`config.mk`:
```
export PLATFORM = sky130hd
export DESIGN_NAME = cond_directive_sequencer_flat
export DESIGN_NICKNAME = d
export VERILOG_FILES = /design/src/rtl/cond_pp_pkg.sv /design/src/rtl/cond_directive_sequencer_if.sv /design/src/rtl/cond_stack.sv /design/src/rtl/cond_directive_sequencer.sv /design/src/flat_wrapper.sv
export SDC_FILE = /design/constraint.sdc
export NUM_CORES = 1
export LEC_CHECK = 0
export ABC_AREA = 1
export CAP_MARGIN = 5
export CORE_ASPECT_RATIO = 0.5
export CORE_MARGIN = 2
export CORE_UTILIZATION = 25
export DETAILED_ROUTE_END_ITERATION = 16
export GPL_TIMING_DRIVEN = 0
export PLACE_DENSITY_LB_ADDON = 0.05
export REMOVE_ABC_BUFFERS = 1
export SETUP_SLACK_MARGIN = 0.05
export SLEW_MARGIN = 30
export SYNTH_ARGS = -nofsm -noshare
export SYNTH_HDL_FRONTEND = slang
export SYNTH_SLANG_ARGS = --single-unit
```
`constraint.sdc`:
```
create_clock -name clk -period 3.35 [get_ports clk]
set_clock_uncertainty 0.05 [all_clocks]
set_input_delay 0.335 -clock clk [delete_from_list [all_inputs] [get_ports clk]]
set_output_delay 0.335 -clock clk [all_outputs]
set_load 0.005 [all_outputs]
```
`src/rtl/cond_pp_pkg.sv`:
```
// Shared types for the conditional-compilation sequencer.
//   tok_kind_e    : lexed token kinds as they arrive on tok_kind
//   err_e         : error codes reported on out_err
//   stack_entry_t : one nesting level {par, taken, in_else}
//   state_e       : RUN / ERR sequencer state
package cond_pp_pkg;

  typedef enum logic [3:0] {
    TK_TEXT   = 4'd0,
    TK_IFDEF  = 4'd1,
    TK_IFNDEF = 4'd2,
    TK_ELSIF  = 4'd3,
    TK_ELSE   = 4'd4,
    TK_ENDIF  = 4'd5,
    TK_DEFINE = 4'd6,
    TK_UNDEF  = 4'd7,
    TK_EOF    = 4'd8
  } tok_kind_e;

  typedef enum logic [2:0] {
    ERR_NONE    = 3'd0,
    ERR_OVF     = 3'd1,
    ERR_UNF     = 3'd2,
    ERR_ORDER   = 3'd3,
    ERR_UNTERM  = 3'd4
  } err_e;

  // par: enclosing region active; taken: some branch already selected;
  // in_else: the else arm has been entered.
  typedef struct packed {
    logic par;
    logic taken;
    logic in_else;
  } stack_entry_t;

  typedef enum logic {
    ST_RUN = 1'b0,
    ST_ERR = 1'b1
  } state_e;

endpackage

```
`src/rtl/cond_directive_sequencer_if.sv`:
```
// Token stream bundle for the sequencer.
//   tok_valid/tok_ready/tok_kind/tok_id : input token handshake
//   clr_defs                            : clear-table pulse
//   out_valid/out_ready/out_kind/out_id : output token handshake
//   out_active/out_err                  : per-token tags
// master drives tokens and out_ready; slave is the sequencer.
interface cond_directive_sequencer_if #(
  parameter int ID_W = 6
);
  logic            tok_valid;
  logic            tok_ready;
  logic [3:0]      tok_kind;
  logic [ID_W-1:0] tok_id;
  logic            clr_defs;
  logic            out_valid;
  logic            out_ready;
  logic [3:0]      out_kind;
  logic [ID_W-1:0] out_id;
  logic            out_active;
  logic [2:0]      out_err;

  modport master (
    output tok_valid, tok_kind, tok_id, clr_defs, out_ready,
    input  tok_ready, out_valid, out_kind, out_id, out_active, out_err
  );

  modport slave (
    input  tok_valid, tok_kind, tok_id, clr_defs, out_ready,
    output tok_ready, out_valid, out_kind, out_id, out_active, out_err
  );
endinterface

```
`src/rtl/cond_stack.sv`:
```
// LIFO of nesting entries with push, pop, in-place top modify and clear.
//   clk, rst_n      : clock, async active-low reset (depth only)
//   push/push_e     : push a new entry
//   pop             : drop the top entry
//   modify/mod_e    : overwrite the top entry
//   clear           : empty the stack
//   top             : current top entry (undefined when depth == 0)
//   depth           : number of valid entries
module cond_stack
  import cond_pp_pkg::*;
#(
  parameter int DEPTH = 8
) (
  input  logic                       clk,
  input  logic                       rst_n,
  input  logic                       push,
  input  logic                       pop,
  input  logic                       modify,
  input  logic                       clear,
  input  stack_entry_t               push_e,
  input  stack_entry_t               mod_e,
  output stack_entry_t               top,
  output logic [$clog2(DEPTH+1)-1:0] depth
);
  localparam int AW = (DEPTH > 1) ? $clog2(DEPTH) : 1;
  localparam int DW = $clog2(DEPTH+1);

  stack_entry_t mem [DEPTH];
  logic [AW-1:0] wr_idx;
  logic [AW-1:0] top_idx;

  assign wr_idx  = AW'(depth);
  assign top_idx = AW'(depth - DW'(1));
  assign top     = mem[top_idx];

  always_ff @(posedge clk or negedge rst_n) begin
    if (!rst_n) begin
      depth <= '0;
    end else if (clear) begin
      depth <= '0;
    end else if (push) begin
      depth <= depth + DW'(1);
    end else if (pop) begin
      depth <= depth - DW'(1);
    end
  end

  // Entry storage carries no reset; depth alone defines validity.
  always_ff @(posedge clk) begin
    if (push) begin
      mem[wr_idx] <= push_e;
    end else if (modify) begin
      mem[top_idx] <= mod_e;
    end
  end

endmodule

```
`src/rtl/cond_directive_sequencer.sv`:
```
// Conditional-compilation sequencer: tags each lexed token with an active
// flag, tracks `ifdef nesting and the macro-defined table.
//   clk, rst_n : clock, async active-low reset
//   bus        : token stream (slave modport)
//   depth      : current nesting depth
// One output register stage; a token accepted on one edge is presented on
// out_* after that edge and held while out_ready is low.
module cond_directive_sequencer
  import cond_pp_pkg::*;
#(
  parameter int DEPTH = 8,
  parameter int ID_W  = 6
) (
  input  logic                         clk,
  input  logic                         rst_n,
  cond_directive_sequencer_if.slave    bus,
  output logic [$clog2(DEPTH+1)-1:0]   depth
);
  localparam int DW = $clog2(DEPTH+1);

  state_e             state;
  state_e             nxt_state;
  logic               cur_active;
  logic               nxt_active;
  logic [2**ID_W-1:0] tbl;
  logic               accept;
  tok_kind_e          kind;
  logic               cond_bit;
  logic               ifcond;
  stack_entry_t       top;
  stack_entry_t       push_e;
  stack_entry_t       mod_e;
  logic               push;
  logic               pop;
  logic               modify;
  logic               clear;
  logic               o_active;
  err_e               o_err;

  assign bus.tok_ready = !bus.out_valid | bus.out_ready;
  assign accept        = bus.tok_valid & bus.tok_ready;
  assign kind          = tok_kind_e'(bus.tok_kind);
  assign cond_bit      = tbl[bus.tok_id];
  assign ifcond        = (kind == TK_IFNDEF) ? !cond_bit : cond_bit;

  cond_stack #(.DEPTH(DEPTH)) u_stack (
    .clk    (clk),
    .rst_n  (rst_n),
    .push   (push),
    .pop    (pop),
    .modify (modify),
    .clear  (clear),
    .push_e (push_e),
    .mod_e  (mod_e),
    .top    (top),
    .depth  (depth)
  );

  // Decode of the accepted token against the current state.
  always_comb begin
    push       = 1'b0;
    pop        = 1'b0;
    modify     = 1'b0;
    clear      = 1'b0;
    push_e     = '{par: cur_active, taken: ifcond, in_else: 1'b0};
    mod_e      = top;
    nxt_active = cur_active;
    nxt_state  = state;
    o_active   = 1'b0;
    o_err      = ERR_NONE;
    if (accept) begin
      if (kind == TK_EOF) begin
        o_active   = 1'b1;
        o_err      = (depth != '0) ? ERR_UNTERM : ERR_NONE;
        clear      = 1'b1;
        nxt_active = 1'b1;
        nxt_state  = ST_RUN;
      end else if (state == ST_RUN) begin
        case (kind)
          TK_IFDEF, TK_IFNDEF: begin
            if (depth == DW'(DEPTH)) begin
              o_err     = ERR_OVF;
              nxt_state = ST_ERR;
            end else begin
              push       = 1'b1;
              nxt_active = cur_active & ifcond;
            end
          end
          TK_ELSIF: begin
            if (depth == '0) begin
              o_err     = ERR_UNF;
              nxt_state = ST_ERR;
            end else if (top.in_else) begin
              o_err     = ERR_ORDER;
              nxt_state = ST_ERR;
            end else begin
              modify      = 1'b1;
              mod_e.taken = top.taken | cond_bit;
              nxt_active  = top.par & !top.taken & cond_bit;
            end
          end
          TK_ELSE: begin
            if (depth == '0) begin
              o_err     = ERR_UNF;
              nxt_state = ST_ERR;
            end else if (top.in_else) begin
              o_err     = ERR_ORDER;
              nxt_state = ST_ERR;
            end else begin
              modify        = 1'b1;
              mod_e.taken   = 1'b1;
              mod_e.in_else = 1'b1;
              nxt_active    = top.par & !top.taken;
            end
          end
          TK_ENDIF: begin
            if (depth == '0) begin
              o_err     = ERR_UNF;
              nxt_state = ST_ERR;
            end else begin
              pop        = 1'b1;
              nxt_active = top.par;
            end
          end
          default: o_active = cur_active;
        endcase
      end
    end
  end

  // Output register stage, FSM and defined table.
  always_ff @(posedge clk or negedge rst_n) begin
    if (!rst_n) begin
      bus.out_valid  <= 1'b0;
      bus.out_active <= 1'b0;
      bus.out_err    <= ERR_NONE;
      state          <= ST_RUN;
      cur_active     <= 1'b1;
      tbl            <= '0;
    end else begin
      if (bus.tok_ready) begin
        bus.out_valid <= bus.tok_valid;
      end
      if (accept) begin
        bus.out_active <= o_active;
        bus.out_err    <= o_err;
        state          <= nxt_state;
        cur_active     <= nxt_active;
      end
      // A clear pulse overrides a same-cycle DEFINE/UNDEF.
      if (bus.clr_defs) begin
        tbl <= '0;
      end else if (accept && state == ST_RUN && cur_active) begin
        if (kind == TK_DEFINE) begin
          tbl[bus.tok_id] <= 1'b1;
        end else if (kind == TK_UNDEF) begin
          tbl[bus.tok_id] <= 1'b0;
        end
      end
    end
  end

  always_ff @(posedge clk) begin
    if (accept) begin
      bus.out_kind <= bus.tok_kind;
      bus.out_id   <= bus.tok_id;
    end
  end

endmodule

```
`src/flat_wrapper.sv`:
```
// flat-port wrapper written by rule: the top's interface ports become plain ports
module cond_directive_sequencer_flat import cond_pp_pkg::*;
#(
  parameter int DEPTH = 8,
  parameter int ID_W  = 6
)
  (clk, rst_n, depth, bus_tok_valid, bus_tok_kind, bus_tok_id, bus_clr_defs, bus_out_ready, bus_tok_ready, bus_out_valid, bus_out_kind, bus_out_id, bus_out_active, bus_out_err);
  cond_directive_sequencer_if #(.ID_W(ID_W)) bus_i ();
  input  logic clk;
  input  logic rst_n;
  output logic [$clog2(DEPTH+1)-1:0] depth;
  input wire logic [$bits(bus_i.tok_valid)-1:0] bus_tok_valid;
  input wire logic [$bits(bus_i.tok_kind)-1:0] bus_tok_kind;
  input wire logic [$bits(bus_i.tok_id)-1:0] bus_tok_id;
  input wire logic [$bits(bus_i.clr_defs)-1:0] bus_clr_defs;
  input wire logic [$bits(bus_i.out_ready)-1:0] bus_out_ready;
  output wire logic [$bits(bus_i.tok_ready)-1:0] bus_tok_ready;
  output wire logic [$bits(bus_i.out_valid)-1:0] bus_out_valid;
  output wire logic [$bits(bus_i.out_kind)-1:0] bus_out_kind;
  output wire logic [$bits(bus_i.out_id)-1:0] bus_out_id;
  output wire logic [$bits(bus_i.out_active)-1:0] bus_out_active;
  output wire logic [$bits(bus_i.out_err)-1:0] bus_out_err;
  assign bus_i.tok_valid = bus_tok_valid;
  assign bus_i.tok_kind = bus_tok_kind;
  assign bus_i.tok_id = bus_tok_id;
  assign bus_i.clr_defs = bus_clr_defs;
  assign bus_i.out_ready = bus_out_ready;
  assign bus_tok_ready = bus_i.tok_ready;
  assign bus_out_valid = bus_i.out_valid;
  assign bus_out_kind = bus_i.out_kind;
  assign bus_out_id = bus_i.out_id;
  assign bus_out_active = bus_i.out_active;
  assign bus_out_err = bus_i.out_err;
  cond_directive_sequencer #(.DEPTH(DEPTH), .ID_W(ID_W)) u_core (.clk(clk), .rst_n(rst_n), .bus(bus_i), .depth(depth));
endmodule
```
==> results_dict.tcl <==
set metrics [dict create \
    synth_ff_type "dfrtp_1" \
    ant_nets 0 \
    viasPerCell 4.75 \
    setup_ws_ns 0.333 \
    rsz0062_at_grt "no" \
    clockBufferDepth 2 \
    critical_path.max_stage_delay_ns 0.59 \
    grt_max_degree 50 \
    nets 756 \
    overflow 0 \
    synth-seq-area-share_pct 48.7 \
    tightestPinTransition_ns 0.921 \
    cts-root-buf "clkbuf_16" \
    h-tree-depth 3 \
    clk_pin_slew_ns 0.08 \
    n_antenna_cell 0 \
    peakVddDrop_mv 0.227 \
    dp_hpwl_mm 12.8 \
    drv_cap 0 \
    antenna_found_initial 0 \
    r2r_setup_slack_ns 0.33 \
    cp-end-kind "register" \
    max_slew_margin_pct 38.1 \
    synth_edf_count 34 \
    die_w_um 222 \
    grt_usage_pct 15.8 \
    post-route-period-util_pct 90.1 \
    crit_arrival_ns 3.02 \
    finalPower_mw 3.66 \
    cp_max_fo 18 \
    fp-row-count 39 \
    hold_path_class "input pin to register" \
    cp_cell_sequence "inv_4 > ha_4 > inv_1 > nor2_1 > o21ai_0 > o21ai_1 > mux2i_2 > nand4_1 > buf_4 > xor2_1 > nand2_1 > nor2_1" \
    clkLatencyLatePin_ns 0.37 \
    cts_tree "built" \
    grt_pass1_wl_mm 30.1 \
    io_pins 35 \
    synth_cells 718 \
    final-max-slew-violation-count 0 \
    cp_top_family "simple AND/OR/NAND/NOR gates" \
    drt_iter0_drc 425 \
    wl_per_cell_um 17.9 \
    power_leakage_nw 2.84 \
    die_y_um 113 \
    rr_worst_depth 12 \
    power.density_nw_per_um2 528 \
    routed_wl_mm 18.8 \
    hold_viol 0 \
    core_um2 23100 \
    fin_cells 1051 \
    vias 4992 \
    dpl_cell_area_um2 6580 \
    routabilityCongestion 0.744 \
    final_cell_mix "nand2_1 (189), dfrtp_1 (73), inv_1 (69), nor2_1 (64), a21oi_1 (40)" \
    layout_commonest_cell "nand2_1" \
    fmax_ghz 0.331 \
    area_growth_syn_to_layout_pct 16.4 \
    reg2reg_from "u_core.u_stack.depth[0]$_DFFE_PN0P_" \
    yosysWarnings 0 \
    avgSynthCellArea_um2 8.28 \
    start_kind "register" \
    cts_buffers 9 \
    finish.utilization_pct 30.0 \
    min_path_cells 2 \
    placed_cells 1032 \
    port_buffers 34 \
    critical_path.most_common_cell "nor2_1" \
    setup_viol 0 \
    synthesis.area_um2 5950 \
    async_flop_share_pct 68.8 \
    hp-start "bus_clr_defs" \
    drc 0 \
    finalSetupTns_ns 0 \
    synth-seq-cells 109 \
    whs_ns 0.361 \
    drive_above_1_share_pct 10.5 \
    cp_data_required_time_ns 3.35 \
    status "finished, final reports clean" \
    grt_pass1_vias 5043 \
    timing.final.crit_period_ns 3.02 \
    reg2reg_to "u_core.u_stack.mem[7][2]$_DFFE_PP_" \
    dpl_worst_slack_ns -0.555 \
    final_area_um2 6930 \
    holdPathEnd "u_core.tbl[13]$_DFFE_PN0P_" \
    start_util_pct 25.8 \
    worst-path-buf-inv 3 \
    synth.distinct_cells 48 \
    dieArea_um2 25100 \
    cp_slowest_cell "dfrtp_4" \
    fillers 2481 \
    crit_type "register to register" \
    cts_sinks 109 \
    drt-pass1-iter-count 5 \
]
## synth_stat cells, types with 2 or more instances
cell,count,share of area (%)
o21ai_1,17,1.4
a221oi_2,2,0.50
ha_1,2,0.42
a221oi_1,18,2.7
nand3_1,30,2.5
dfrtp_1,74,31
nor2_4,4,0.76
o31ai_1,2,0.25
nor4_2,3,0.63
nor3_1,7,0.59
buf_6,2,0.38
clkbuf_1,7,0.44
nor2_1,69,4.4
o211ai_1,6,0.76
a21oi_1,40,3.4
or2_2,2,0.21
nor2_2,2,0.21
o211a_1,2,0.34
a211oi_1,26,3.3
nand4_1,5,0.53
edfxtp_1,34,17
inv_1,69,4.4
buf_2,16,1.3
o21ai_0,26,2.2
nand2_1,189,12
a311oi_1,2,0.29
inv_2,15,0.95
a31oi_1,5,0.53
buf_4,4,0.50
clkinv_1,2,0.13
xor2_1,2,0.29
o22ai_1,5,0.53
nor3_2,11,1.9
o21a_1,4,0.50
## repair_timing
action / CTS / global route
hold endpoints to repair: 31 / 0
pin swaps: 1 / 0
setup buffers: 2 / 0
endpoints found under the setup margin: 51 / 44
gates resized for setup: 3 / 7
hold buffers: 1 / 0
## layout make-up
type | count | area, µm² | share of cell area, %
clock buffers | 9 | 225 | 3.25
clock inverters | 7 | 51.3 | 0.741
inverters | 86 | 325 | 4.70
multi-input cells | 494 | 2630 | 37.9
flip-flops and latches | 109 | 2900 | 41.9
well taps | 307 | 384 | 5.55
repair buffers | 39 | 409 | 5.91
## kinds of logic after synthesis
group	synth area share (%)
adder cells (fa/ha/maj)	0.421
multiplexers	0.231
AND/OR/NAND/NOR	24.8
flip-flops	48.7
AO/OA/AOI/OAI	17.0
XOR/XNOR	0.715
buffers and inverters	8.10
## power breakdown
part	leakage, nW	internal (mW)	switching (mW)
registers	1.36	1.46	0.0856
clock network	0.130	0.508	0.546
logic	1.35	0.380	0.676
## worst max-delay path by stage
| stage | from | to | slack [ns] | depth (start not counted) |
|---|---|---|---|---|
| finish | u_core.u_stack.depth[0]$_DFFE_PN0P_ | u_core.u_stack.mem[7][2]$_DFFE_PP_ | 0.33 | 12 |
| floorplan | u_core.u_stack.depth[0]$_DFFE_PN0P_ | u_core.u_stack.mem[7][0]$_DFFE_PP_ | 0.39 | 11 |
| CTS | u_core.u_stack.depth[0]$_DFFE_PN0P_ | u_core.u_stack.mem[1][0]$_DFFE_PP_ | 0.12 | 12 |
| detailed placement | u_core.u_stack.depth[0]$_DFFE_PN0P_ | u_core.u_stack.mem[1][2]$_DFFE_PP_ | -0.55 | 10 |
| global placement | bus_tok_id[0] | u_core.u_stack.mem[0][1]$_DFFE_PP_ | -1.72 | 17 |
| global route | bus_out_ready | u_core.tbl[41]$_DFFE_PN0P_ | 0.10 | 11 |
## registers in the layout, summed over array words and instances (netlist names)
| signal | count |
|---|---|
| u_core.bus.out_err | 3 |
| u_core.u_stack.mem | 24 |
| u_core.bus.out_active | 1 |
| u_core.bus.out_id | 6 |
| u_core.bus.out_valid | 1 |
| u_core.tbl | 64 |
| u_core.state | 1 |
| u_core.u_stack.depth | 4 |
| u_core.bus.out_kind | 4 |
| u_core.cur_active | 1 |
## per-layer routing
metal / global-route usage [%] / part of all wire (%) / vias up
li1: - / - / 2468
met1: 23.1 / 53 / 2431
met2: 23.9 / 43 / 80
met3: 3.04 / 3.1 / 13
met4: 4.10 / 1.2 / 0
met5: 0 / 0 / -
## worst register-to-register path: cells and delay by family, from the launching register on
family / cells / cell delay (ns)
buffers and inverters: 3 / 0.54
AND/OR/NAND/NOR: 4 / 0.64
multiplexers: 1 / 0.25
adder cells (fa/ha/maj): 1 / 0.27
flip-flops: 1 / 0.59
XOR/XNOR: 1 / 0.20
AO/OA/AOI/OAI: 2 / 0.17
(Power assumes the default switching activity.)
